<file path="config.mk">
export PLATFORM = sky130hd
export DESIGN_NAME = spram_rr_arbiter_flat
export DESIGN_NICKNAME = d
export VERILOG_FILES = /design/src/rtl/spram_rr_arbiter_if.sv /design/src/rtl/spram_rr_arbiter.sv /design/src/flat_wrapper.sv
export SDC_FILE = /design/constraint.sdc
export NUM_CORES = 1
export LEC_CHECK = 0
export BUFFER_PORTS_ARGS = -buffer_cell sky130_fd_sc_hd__buf_2
export CAP_MARGIN = 10
export CORE_AREA = 2 2 135 137
export CTS_CLUSTER_DIAMETER = 30
export CTS_CLUSTER_SIZE = 16
export DETAILED_ROUTE_END_ITERATION = 7
export DIE_AREA = 0 0 137 139
export SYNTH_ARGS = -nofsm -noshare
export SYNTH_HDL_FRONTEND = slang
export SYNTH_SLANG_ARGS = --single-unit
</file>
<file path="constraint.sdc">
create_clock -name clk -period 1.4 [get_ports clk]
set_input_delay 0.28 -clock clk [delete_from_list [all_inputs] [get_ports clk]]
set_output_delay 0.28 -clock clk [all_outputs]
set_load 0.1 [all_outputs]
</file>
<file path="src/rtl/spram_rr_arbiter_if.sv">
// Bundle of requester command, read-response and RAM port signals for spram_rr_arbiter.
// The slave modport is the arbiter's view; the master modport is the requesters' and RAM's view.
interface spram_rr_arbiter_if #(
  parameter int AWIDTH = 12,
  parameter int DWIDTH = 60
);
  logic              req0_valid;
  logic              req0_ready;
  logic              req0_wren;
  logic [AWIDTH-1:0] req0_addr;
  logic [DWIDTH-1:0] req0_data;
  logic              req1_valid;
  logic              req1_ready;
  logic              req1_wren;
  logic [AWIDTH-1:0] req1_addr;
  logic [DWIDTH-1:0] req1_data;
  logic              rsp0_valid;
  logic              rsp1_valid;
  logic [DWIDTH-1:0] rsp_data;
  logic [AWIDTH-1:0] ram_address;
  logic              ram_wren;
  logic [DWIDTH-1:0] ram_data;
  logic [DWIDTH-1:0] ram_out;

  modport slave (
    input  req0_valid, req0_wren, req0_addr, req0_data,
    input  req1_valid, req1_wren, req1_addr, req1_data,
    input  ram_out,
    output req0_ready, req1_ready,
    output rsp0_valid, rsp1_valid, rsp_data,
    output ram_address, ram_wren, ram_data
  );

  modport master (
    output req0_valid, req0_wren, req0_addr, req0_data,
    output req1_valid, req1_wren, req1_addr, req1_data,
    output ram_out,
    input  req0_ready, req1_ready,
    input  rsp0_valid, rsp1_valid, rsp_data,
    input  ram_address, ram_wren, ram_data
  );
endinterface

</file>
<file path="src/rtl/spram_rr_arbiter.sv">
// Two-requester arbiter owning a single-port RAM; registered RAM port, 2-cycle read response.
// Define SPRAM_ARB_FIXED_PRIO_EN for fixed priority (requester 0 wins ties) instead of round-robin.
module spram_rr_arbiter #(
  parameter int AWIDTH    = 12,
  parameter int DWIDTH    = 60,
  parameter int NUM_WORDS = 4096
) (
  input  logic                  clk,
  input  logic                  reset,
  spram_rr_arbiter_if.slave     bus
);

  if (NUM_WORDS > (1 << AWIDTH)) begin : g_depth_bad
    $error("NUM_WORDS exceeds the AWIDTH address space");
  end

  logic              grant_vld;
  logic              grant_id;
  logic              sel_wren;
  logic [AWIDTH-1:0] sel_addr;
  logic [DWIDTH-1:0] sel_data;

  logic [AWIDTH-1:0] ram_addr_q, ram_addr_d;
  logic [DWIDTH-1:0] ram_data_q, ram_data_d;
  logic              ram_wren_q, ram_wren_d;
  logic              rsp_vld_p0_q, rsp_vld_p0_d;
  logic              rsp_id_p0_q, rsp_id_p0_d;
  logic              rsp_vld_p1_q, rsp_vld_p1_d;
  logic              rsp_id_p1_q, rsp_id_p1_d;

`ifdef SPRAM_ARB_FIXED_PRIO_EN
  logic tie_winner;
  assign tie_winner = 1'b0;
`else
  logic last_grant_q, last_grant_d;
  logic tie_winner;
  assign tie_winner = ~last_grant_q;
`endif

  // Arbitration: no grant while reset is held, so both readies stay low.
  always_comb begin
    grant_vld = 1'b0;
    grant_id  = 1'b0;
    if (!reset) begin
      if (bus.req0_valid && bus.req1_valid) begin
        grant_vld = 1'b1;
        grant_id  = tie_winner;
      end else if (bus.req0_valid) begin
        grant_vld = 1'b1;
        grant_id  = 1'b0;
      end else if (bus.req1_valid) begin
        grant_vld = 1'b1;
        grant_id  = 1'b1;
      end
    end
  end

  assign bus.req0_ready = grant_vld && !grant_id;
  assign bus.req1_ready = grant_vld &&  grant_id;

  assign sel_wren = grant_id ? bus.req1_wren : bus.req0_wren;
  assign sel_addr = grant_id ? bus.req1_addr : bus.req0_addr;
  assign sel_data = grant_id ? bus.req1_data : bus.req0_data;

  // Without a grant the RAM port keeps its address and does a harmless read.
  always_comb begin
    ram_addr_d   = ram_addr_q;
    ram_data_d   = ram_data_q;
    ram_wren_d   = 1'b0;
    if (grant_vld) begin
      ram_addr_d = sel_addr;
      ram_data_d = sel_data;
      ram_wren_d = sel_wren;
    end
    rsp_vld_p0_d = grant_vld && !sel_wren;
    rsp_id_p0_d  = grant_id;
    rsp_vld_p1_d = rsp_vld_p0_q;
    rsp_id_p1_d  = rsp_id_p0_q;
  end

`ifndef SPRAM_ARB_FIXED_PRIO_EN
  always_comb begin
    last_grant_d = last_grant_q;
    if (grant_vld) begin
      last_grant_d = grant_id;
    end
  end

  always_ff @(posedge clk) begin
    if (reset) begin
      last_grant_q <= 1'b1;
    end else begin
      last_grant_q <= last_grant_d;
    end
  end
`endif

  // p0: command registered onto the RAM port; p1: RAM output register holds the read data.
  always_ff @(posedge clk) begin
    if (reset) begin
      ram_addr_q   <= '0;
      ram_data_q   <= '0;
      ram_wren_q   <= 1'b0;
      rsp_vld_p0_q <= 1'b0;
      rsp_id_p0_q  <= 1'b0;
      rsp_vld_p1_q <= 1'b0;
      rsp_id_p1_q  <= 1'b0;
    end else begin
      ram_addr_q   <= ram_addr_d;
      ram_data_q   <= ram_data_d;
      ram_wren_q   <= ram_wren_d;
      rsp_vld_p0_q <= rsp_vld_p0_d;
      rsp_id_p0_q  <= rsp_id_p0_d;
      rsp_vld_p1_q <= rsp_vld_p1_d;
      rsp_id_p1_q  <= rsp_id_p1_d;
    end
  end

  assign bus.ram_address = ram_addr_q;
  assign bus.ram_data    = ram_data_q;
  assign bus.ram_wren    = ram_wren_q;
  assign bus.rsp0_valid  = rsp_vld_p1_q && !rsp_id_p1_q;
  assign bus.rsp1_valid  = rsp_vld_p1_q &&  rsp_id_p1_q;
  assign bus.rsp_data    = bus.ram_out;

endmodule

</file>
<file path="src/flat_wrapper.sv">
// flat-port wrapper written by rule: the top's interface ports become plain ports
module spram_rr_arbiter_flat 
#(
  parameter int AWIDTH    = 12,
  parameter int DWIDTH    = 60,
  parameter int NUM_WORDS = 4096
)
  (clk, reset, bus_req0_valid, bus_req0_wren, bus_req0_addr, bus_req0_data, bus_req1_valid, bus_req1_wren, bus_req1_addr, bus_req1_data, bus_ram_out, bus_req0_ready, bus_req1_ready, bus_rsp0_valid, bus_rsp1_valid, bus_rsp_data, bus_ram_address, bus_ram_wren, bus_ram_data);
  spram_rr_arbiter_if #(.AWIDTH(AWIDTH), .DWIDTH(DWIDTH)) bus_i ();
  input  logic clk;
  input  logic reset;
  input wire logic [$bits(bus_i.req0_valid)-1:0] bus_req0_valid;
  input wire logic [$bits(bus_i.req0_wren)-1:0] bus_req0_wren;
  input wire logic [$bits(bus_i.req0_addr)-1:0] bus_req0_addr;
  input wire logic [$bits(bus_i.req0_data)-1:0] bus_req0_data;
  input wire logic [$bits(bus_i.req1_valid)-1:0] bus_req1_valid;
  input wire logic [$bits(bus_i.req1_wren)-1:0] bus_req1_wren;
  input wire logic [$bits(bus_i.req1_addr)-1:0] bus_req1_addr;
  input wire logic [$bits(bus_i.req1_data)-1:0] bus_req1_data;
  input wire logic [$bits(bus_i.ram_out)-1:0] bus_ram_out;
  output wire logic [$bits(bus_i.req0_ready)-1:0] bus_req0_ready;
  output wire logic [$bits(bus_i.req1_ready)-1:0] bus_req1_ready;
  output wire logic [$bits(bus_i.rsp0_valid)-1:0] bus_rsp0_valid;
  output wire logic [$bits(bus_i.rsp1_valid)-1:0] bus_rsp1_valid;
  output wire logic [$bits(bus_i.rsp_data)-1:0] bus_rsp_data;
  output wire logic [$bits(bus_i.ram_address)-1:0] bus_ram_address;
  output wire logic [$bits(bus_i.ram_wren)-1:0] bus_ram_wren;
  output wire logic [$bits(bus_i.ram_data)-1:0] bus_ram_data;
  assign bus_i.req0_valid = bus_req0_valid;
  assign bus_i.req0_wren = bus_req0_wren;
  assign bus_i.req0_addr = bus_req0_addr;
  assign bus_i.req0_data = bus_req0_data;
  assign bus_i.req1_valid = bus_req1_valid;
  assign bus_i.req1_wren = bus_req1_wren;
  assign bus_i.req1_addr = bus_req1_addr;
  assign bus_i.req1_data = bus_req1_data;
  assign bus_i.ram_out = bus_ram_out;
  assign bus_req0_ready = bus_i.req0_ready;
  assign bus_req1_ready = bus_i.req1_ready;
  assign bus_rsp0_valid = bus_i.rsp0_valid;
  assign bus_rsp1_valid = bus_i.rsp1_valid;
  assign bus_rsp_data = bus_i.rsp_data;
  assign bus_ram_address = bus_i.ram_address;
  assign bus_ram_wren = bus_i.ram_wren;
  assign bus_ram_data = bus_i.ram_data;
  spram_rr_arbiter #(.AWIDTH(AWIDTH), .DWIDTH(DWIDTH), .NUM_WORDS(NUM_WORDS)) u_core (.clk(clk), .reset(reset), .bus(bus_i));
endmodule
</file>
# [After elaboration in Yosys (flattened, before gate mapping)]
# Index checks and enable logic that the tools add are counted.
[totals] word_cells=30 ff_bits=78
[op_classes] bitwise=2 n_reduce_logical=10 mux=10
[ops] operator="$mux 60" n=1
[ops] operator="$mux 12" n=1
[ops] operator="$mux 1" n=8
[ops] operator="$logic_and 1x1->1" n=6
[ops] operator="$logic_not 1->1" n=3
[ops] operator="$not 1->1" n=2
[ops] operator="$reduce_or 2->1" n=1

# [Longest topological paths before layout]
# Gate-level depths: netlist (run 1).
[logic_depth] word_depth=7 depth_mapped=7

# [Least setup slack after synthesis (run 1)]
# OpenSTA, ideal clock, no wires.
[synth_timing] kind="in2out" from="input reset" to="output bus_req0_ready" n_path_buf=2 arrival_time_ns=3.055 t_required_ns=1.120 path_stages=6 path_slack_ns=-1.935 path_cell_list="buf_2 nor2b_1 nand2_1 inv_2 buf_2 nor3_1"
[synth_between] elab_chain_len=3 word_cells_on_any_way=4 cone_classes="2 x mux; 2 x reduce/logical"
[synth_rtl] element="from (decl)" line="flat_wrapper.sv:11" source="input logic reset;"
[synth_rtl] element="$mux 1" line="spram_rr_arbiter.sv:44" source="if (!reset) begin"
[synth_rtl] element="$logic_not 1->1" line="spram_rr_arbiter.sv:58" source="assign bus.req0_ready = grant_vld && !grant_id;"
[synth_rtl] element="$logic_and 1x1->1 *" line="spram_rr_arbiter.sv:58"
[synth_rtl] element="to (decl)" line="flat_wrapper.sv:21" source="output wire logic [$bits(bus_i.req0_ready)-1:0] bus_req0_ready;"
# Mark *: on every way between the ends. The rest lies on a longest branch, timed or not.

# [Worst setup path in the final report (run 1)]
[layout_timing] from="register u_core.last_grant_q" to="output bus_req0_ready"
[layout_between] elab_chain_len=5
[layout_rtl] element="from (decl)" line="spram_rr_arbiter.sv:35" source="logic last_grant_q, last_grant_d;"
[layout_rtl] element="from (signal assigned)" line="spram_rr_arbiter.sv:93" source="last_grant_q <= last_grant_d;"
[layout_rtl] element="$not 1->1" line="spram_rr_arbiter.sv:37" source="assign tie_winner = ~last_grant_q;"
[layout_rtl] element="$mux 1" line="spram_rr_arbiter.sv:45" source="if (bus.req0_valid && bus.req1_valid) begin"
[layout_rtl] element="$mux 1" line="spram_rr_arbiter.sv:44"
[layout_rtl] element="$logic_not 1->1" line="spram_rr_arbiter.sv:58"
[layout_rtl] element="$logic_and 1x1->1" line="spram_rr_arbiter.sv:58"
# No other way between the ends.

==> impl_metrics.json, run 1 <==
{
  "status": "finished, violations left",
  "violations": "negative setup slack",
  "ios": 347,
  "initial_core_util": 0.255,
  "synth_simple_gate_area_share": 0.0470,
  "viasPerCell": 4.90,
  "wirelength_um": 15900,
  "top_usage_layer": "met2",
  "relSlewSlack": 0.669,
  "pwr-share-comb": 0.374,
  "syn-num-nets": 643,
  "rsz0062_at_grt": "true",
  "grt_usage": 0.158,
  "synth_top_area_frac": 0.347,
  "cts_buffers": 9,
  "internal_power_mw": 4.87,
  "finalSetupViolations": 38,
  "setup_ws_ns": -0.201,
  "die_w_um": 137,
  "final.setup.tns_ns": -1.42,
  "cts_root_buf": "clkbuf_16",
  "hp-class": "in -> reg",
  "gr-total-overflow": 0,
  "clkTransAtPathRegs_ns": 0.07,
  "ctsHoldBuffers": 0,
  "finalHoldViolCount": 0,
  "clock-sinks": 78,
  "synth-seq-cells": 78,
  "grt_first_pass_wirelength_um": 23100,
  "seqPwrFrac": 0.313,
  "met2_usage": 0.281,
  "core_mm2": 0.0177,
  "num_vias": 4112,
  "grt_pass1_vias": 4225,
  "synth_top_family_by_area": "compound AO/OA/AOI/OAI gates",
  "clk_latency_ns": 0.35,
  "dieHeight_um": 139,
  "seqCellArea_mm2": 0.00157,
  "powerDensity_mw_per_mm2": 1180,
  "rrSetupSlack_ns": -0.06,
  "post-route-cell-area_mm2": 0.00689,
  "vdd_drop_max_v": 0.000514,
  "met3_usage": 0.0300,
  "place_congestion": 0.771,
  "async_flop_share": 0,
  "cts_max_level": 3,
  "synthCells": 433,
  "fin_nets": 817,
  "drc": 0,
  "diodes": 0,
  "synth.area.mux_share": 0,
  "synth_edf_count": 0,
  "end_kind": "output pin",
  "portBuffers": 226,
  "worstMarginPinSlew_ns": 0.501,
  "ys_seq_area_frac": 0.347,
  "cp_max_fo": 2,
  "drive_above_1_share": 0.612,
  "max_cap_viol_count": 0,
  "finalMaxSlewViolations": 0,
  "ant_nets": 0,
  "grt_max_degree": 39,
  "crit_arrival_ns": 1.32,
  "syn_to_final_growth_pct": 53.1,
  "cts.path.max_buffers": 2,
  "syn-cell-area_mm2": 0.00450,
  "yosysWarnings": 0,
  "p_sw_mw": 3.25,
  "fmax_mhz": 625,
  "worstSetupPathType": "reg -> out",
  "fin_util": 0.390,
  "synth_area_leaders": "dfxtp_1, a2111oi_2, a221o_1",
  "finalCriticalPeriod_ns": 1.60,
  "place_area_mm2": 0.00572,
  "dieArea_mm2": 0.0190,
  "rows": 49,
  "startpoint_type": "register",
  "synth.distinct_cells": 23,
  "netSwitchingFraction": 0.400,
  "yosys.area.top_type": "dfxtp_1",
  "hold_ws_ns": 0.154,
  "cts_tree": "yes",
  "synth_compound_area_frac": 0.380,
  "period_share": 1.14,
  "multi_input_area_mm2": 0.00250,
  "hpwl_um": 10700,
  "drt-initial-drc-count": 179,
  "syn_area_per_cell_um2": 10.4,
  "fill_cells": 1747,
  "dp_slack_ns": -0.0935,
  "dr.pass1.iters": 4,
  "clock_skew_ns": 0.0110,
  "p_leak_nw": 2.91,
  "routedWlPerCell_um": 18.9,
  "cp_data_required_time_ns": 1.12,
  "synthAdderAreaFrac": 0,
  "ys.flop_type": "dfxtp_1",
  "grt_use_met1": 0.174,
  "synthXorXnorAreaFrac": 0,
  "antenna_found_initial": 0,
  "pwr-share-clk": 0.313
}
critical path, cell delays in order, from the launching register on:
cell     delay (ns)
dfxtp_2        0.35
nand2_4        0.06
nand2_4        0.07
inv_4          0.03
buf_6          0.10
nor3_4         0.16
buf_12         0.20
through the flow:
stage	total power, mW	cells
final	8.11	840
after global routing	8.42	840
after CTS	8.05	838
after detailed placement	5.28	816
after global placement	5.27	816
after floorplan	5.43	433
layout by cell type, fill, tap and decap left out, types with 2 or more instances in the layout:
master and n:
buf_2 156, nand2_4 2, nor2b_4 2, clkbuf_4 19
buf_6 3, bufinv_16 2, buf_4 70, a2111oi_4 42
inv_1 64, nor2_4 2, a221o_1 63, clkinvlp_4 2
clkbuf_16 9, buf_12 19, buf_16 2, dfxtp_1 68
nor2b_1 2, nor3_1 9, nor2_1 20, dfxtp_2 10
a2111oi_0 2, a2111oi_2 27
power by group through the flow:
stage	Combinational (mW)	Sequential (mW)	Clock [mW]
after floorplan	1.53	3.90	0
final	3.03	2.54	2.54
after global placement	2.69	2.58	0
after detailed placement	2.71	2.57	0
after CTS	2.90	2.54	2.61
after global routing	3.15	2.56	2.71
cells in the mapped netlist (2+ instances only):
library cell / n
a2111oi_0: 4
a2111oi_2: 68
a221o_1: 63
and2_1: 2
buf_2: 33
buf_4: 63
buf_6: 12
dfxtp_1: 78
inv_1: 64
nand2_1: 2
nor2_1: 20
nor2b_1: 4
nor3_1: 10
registers in the layout, summed over array words and instances (netlist names):
signal                  count
u_core.rsp_id_p0_q          1
u_core.bus.ram_address     12
u_core.rsp_vld_p1_q         1
u_core.rsp_id_p1_q          1
u_core.last_grant_q         1
u_core.bus.ram_data        60
u_core.rsp_vld_p0_q         1
u_core.bus.ram_wren         1
worst paths after layout:
check | start | endpoint | depth (start not counted)
min | bus_req1_data[43] | u_core.bus.ram_data[43] | 2
max reg2reg | u_core.last_grant_q | u_core.bus.ram_data[1] | 6
max | u_core.last_grant_q | bus_req0_ready | 6
min reg2reg | u_core.rsp_vld_p0_q | u_core.rsp_vld_p1_q | 1
cells by family after synthesis:
logic type      Yosys count
simple gates             44
compound gates          138
buf+inv                 173
flops                    78
what timing repair did:
| action | in CTS | in global routing |
|---|---|---|
| endpoints found under the setup margin | 55 | 79 |
| pin swaps | 4 | 10 |
| setup buffers | 4 | 2 |
| gates resized for setup | 70 | 49 |
| cloned | 3 | 0 |
layer usage:
metal,wire (µm),vias to the layer above
met3,1120,58
li1,-,1924
met4,529,0
met5,0,-
met1,6110,1951
met2,8120,179
final cells by class:
class / instances / area share
Clock buffer: 10 / 0.0332
Clock inverter: 5 / 0.0122
Inverter: 65 / 0.0358
Multi-Input combinational cell: 182 / 0.363
Sequential cell: 78 / 0.229
Tap cell: 229 / 0.0416
Timing Repair Buffer: 271 / 0.285
No activity file was read; power rests on OpenSTA's default activity.
==> run 2: changes to the inputs <==
--- a/config.mk
+++ b/config.mk
@@ -7,11 +7,11 @@
 export LEC_CHECK = 0
 export BUFFER_PORTS_ARGS = -buffer_cell sky130_fd_sc_hd__buf_2
 export CAP_MARGIN = 10
-export CORE_AREA = 2 2 135 137
+export CORE_AREA = 5 5 133 135
 export CTS_CLUSTER_DIAMETER = 30
 export CTS_CLUSTER_SIZE = 16
 export DETAILED_ROUTE_END_ITERATION = 7
-export DIE_AREA = 0 0 137 139
+export DIE_AREA = 0 0 138 140
 export SYNTH_ARGS = -nofsm -noshare
 export SYNTH_HDL_FRONTEND = slang
 export SYNTH_SLANG_ARGS = --single-unit
==> impl_metrics.json, run 2 (synthesized netlist as in run 1, its figures left out) <==
{
  "status": "finished, violations left",
  "violations": "negative setup slack",
  "setup_ws_ns": -0.0979,
  "cts_buffers": 9,
  "grt_pass1_vias": 4251,
  "grt_first_pass_wirelength_um": 23200,
  "gr-total-overflow": 0,
  "place_inst": 804,
  "dp_slack_ns": -0.168,
  "end_kind": "output pin",
  "hp-class": "in -> reg",
  "drt-initial-drc-count": 258,
  "slowest_delay_ns": 0.35,
  "die_w_um": 138,
  "rows": 47,
  "finalMaxSlewViolations": 0,
  "rsz0062_at_grt": "true",
  "cts.path.max_buffers": 2,
  "crit_chain": "nand2_4 > nand2_4 > inv_6 > nor3_4 > buf_12",
  "drive_above_1_share": 0.616,
  "drc": 0,
  "hpwl_um": 11000,
  "ctsHoldBuffers": 0,
  "viasPerCell": 4.92,
  "antenna_found_initial": 0,
  "diodes": 0,
  "syn_to_final_growth_pct": 50.1,
  "relSlewSlack": 0.675,
  "dieHeight_um": 140,
  "fill_cells": 1593,
  "cp_data_required_time_ns": 1.12,
  "stdcell_count": 829,
  "finalCriticalPeriod_ns": 1.50,
  "core_mm2": 0.0163,
  "ant_nets": 0,
  "worstSetupPathType": "reg -> out",
  "dr.pass1.iters": 4,
  "grt_usage": 0.147,
  "cts_max_level": 3,
  "cp_slowest_cell": "dfxtp_2",
  "period_share": 1.07,
  "crit_arrival_ns": 1.22,
  "dieArea_mm2": 0.0193,
  "largest_reg_flops": 60,
  "ios": 347,
  "finalSetupViolations": 2,
  "routedWlPerCell_um": 18.8,
  "powerDensity_mw_per_mm2": 1200,
  "cp_max_fo": 3,
  "cts_tree": "yes",
  "num_vias": 4079,
  "crit_top_cell": "nand2_4",
  "initial_core_util": 0.275,
  "fin_nets": 814,
  "p_leak_nw": 2.90,
  "fmax_mhz": 668,
  "cts_root_buf": "clkbuf_16",
  "final_cell_mix": "buf_2, dfxtp_1, buf_4",
  "clock-sinks": 78,
  "clkTransAtPathRegs_ns": 0.07,
  "portBuffers": 226,
  "wirelength_um": 15600,
  "clock_skew_ns": 0.00874,
  "place_congestion": 0.784,
  "finalHoldViolCount": 0,
  "grt_max_degree": 33,
  "clk_latency_ns": 0.34,
  "layout_commonest_cell": "buf_2",
  "vdd_drop_max_v": 0.000692,
  "startpoint_type": "register",
  "worstMarginPinSlew_ns": 0.491,
  "max_cap_viol_count": 0
}
-- run 2: changes by cell type in the layout (fill, tap and decap cells not counted), moves of 3 or more --
cell and delta:
a2111oi_2 +12, clkbuf_4 +6, buf_2 -4, clkinv_4 +3
buf_4 -5, a2111oi_4 -10
-- run 2: layout make-up --
class,count,area (µm²),area share
Clock inverter,7,98.8,0.0146
Clock buffer,9,225,0.0334
Multi-Input combinational cell,182,2380,0.353
Inverter,65,249,0.0369
Tap cell,220,275,0.0408
Timing Repair Buffer,268,1940,0.288
Sequential cell,78,1580,0.233
-- run 2: per-layer routing --
metal,up-vias,global-route usage,share of wire
li1,1921,-,-
met1,1926,0.172,0.39
met2,193,0.250,0.51
met3,39,0.0453,0.075
met4,0,0.0650,0.026
met5,-,0,0
-- run 2: critical path: cells and delay by family (launching register included) --
kind	cells	cell delay [ns]
AND/OR/NAND/NOR	3	0.28
buffers and inverters	2	0.24
flip-flops	1	0.35
-- run 2: path summary, 6_finish.rpt --
| path | to | cells past startpoint | slack, ns | startpoint |
|---|---|---|---|---|
| worst max register to register | u_core.bus.ram_address[6] | 5 | 0 | u_core.last_grant_q |
| worst min register to register | u_core.rsp_id_p1_q | 1 | 0.44 | u_core.rsp_id_p0_q |
| worst max-delay path | bus_req0_ready | 5 | -0.1 | u_core.last_grant_q |
| worst min-delay path | u_core.bus.ram_data[2] | 2 | 0.16 | bus_req1_data[2] |
-- run 2: what timing repair did --
action                                  in CTS  in global routing
endpoints found under the setup margin      44                 69
gates resized for setup                     49                 67
gates cloned                                 0                  2
setup buffers                                4                  3
pin swaps                                    3                  5
-- run 2: metrics by stage --
stage	util	instance area, µm²	setup TNS, ns	total power, mW	hold slack [ns]
after floorplan	-	4580	-0.346	5.43	0.414
after global placement	0.349	5710	-2.59	5.26	0.425
after detailed placement	0.349	5710	-3.25	5.27	0.431
after CTS	0.379	6190	-0.247	7.98	0.141
after global routing	0.413	6750	-1.35	8.44	0.155
final	0.413	6750	-0.120	8.10	0.160
-- run 2: power by group --
group,switching [mW],internal [mW]
Clock,1.02,1.57
Combinational,2.12,0.863
Sequential,0.112,2.42
Total,3.25,4.85
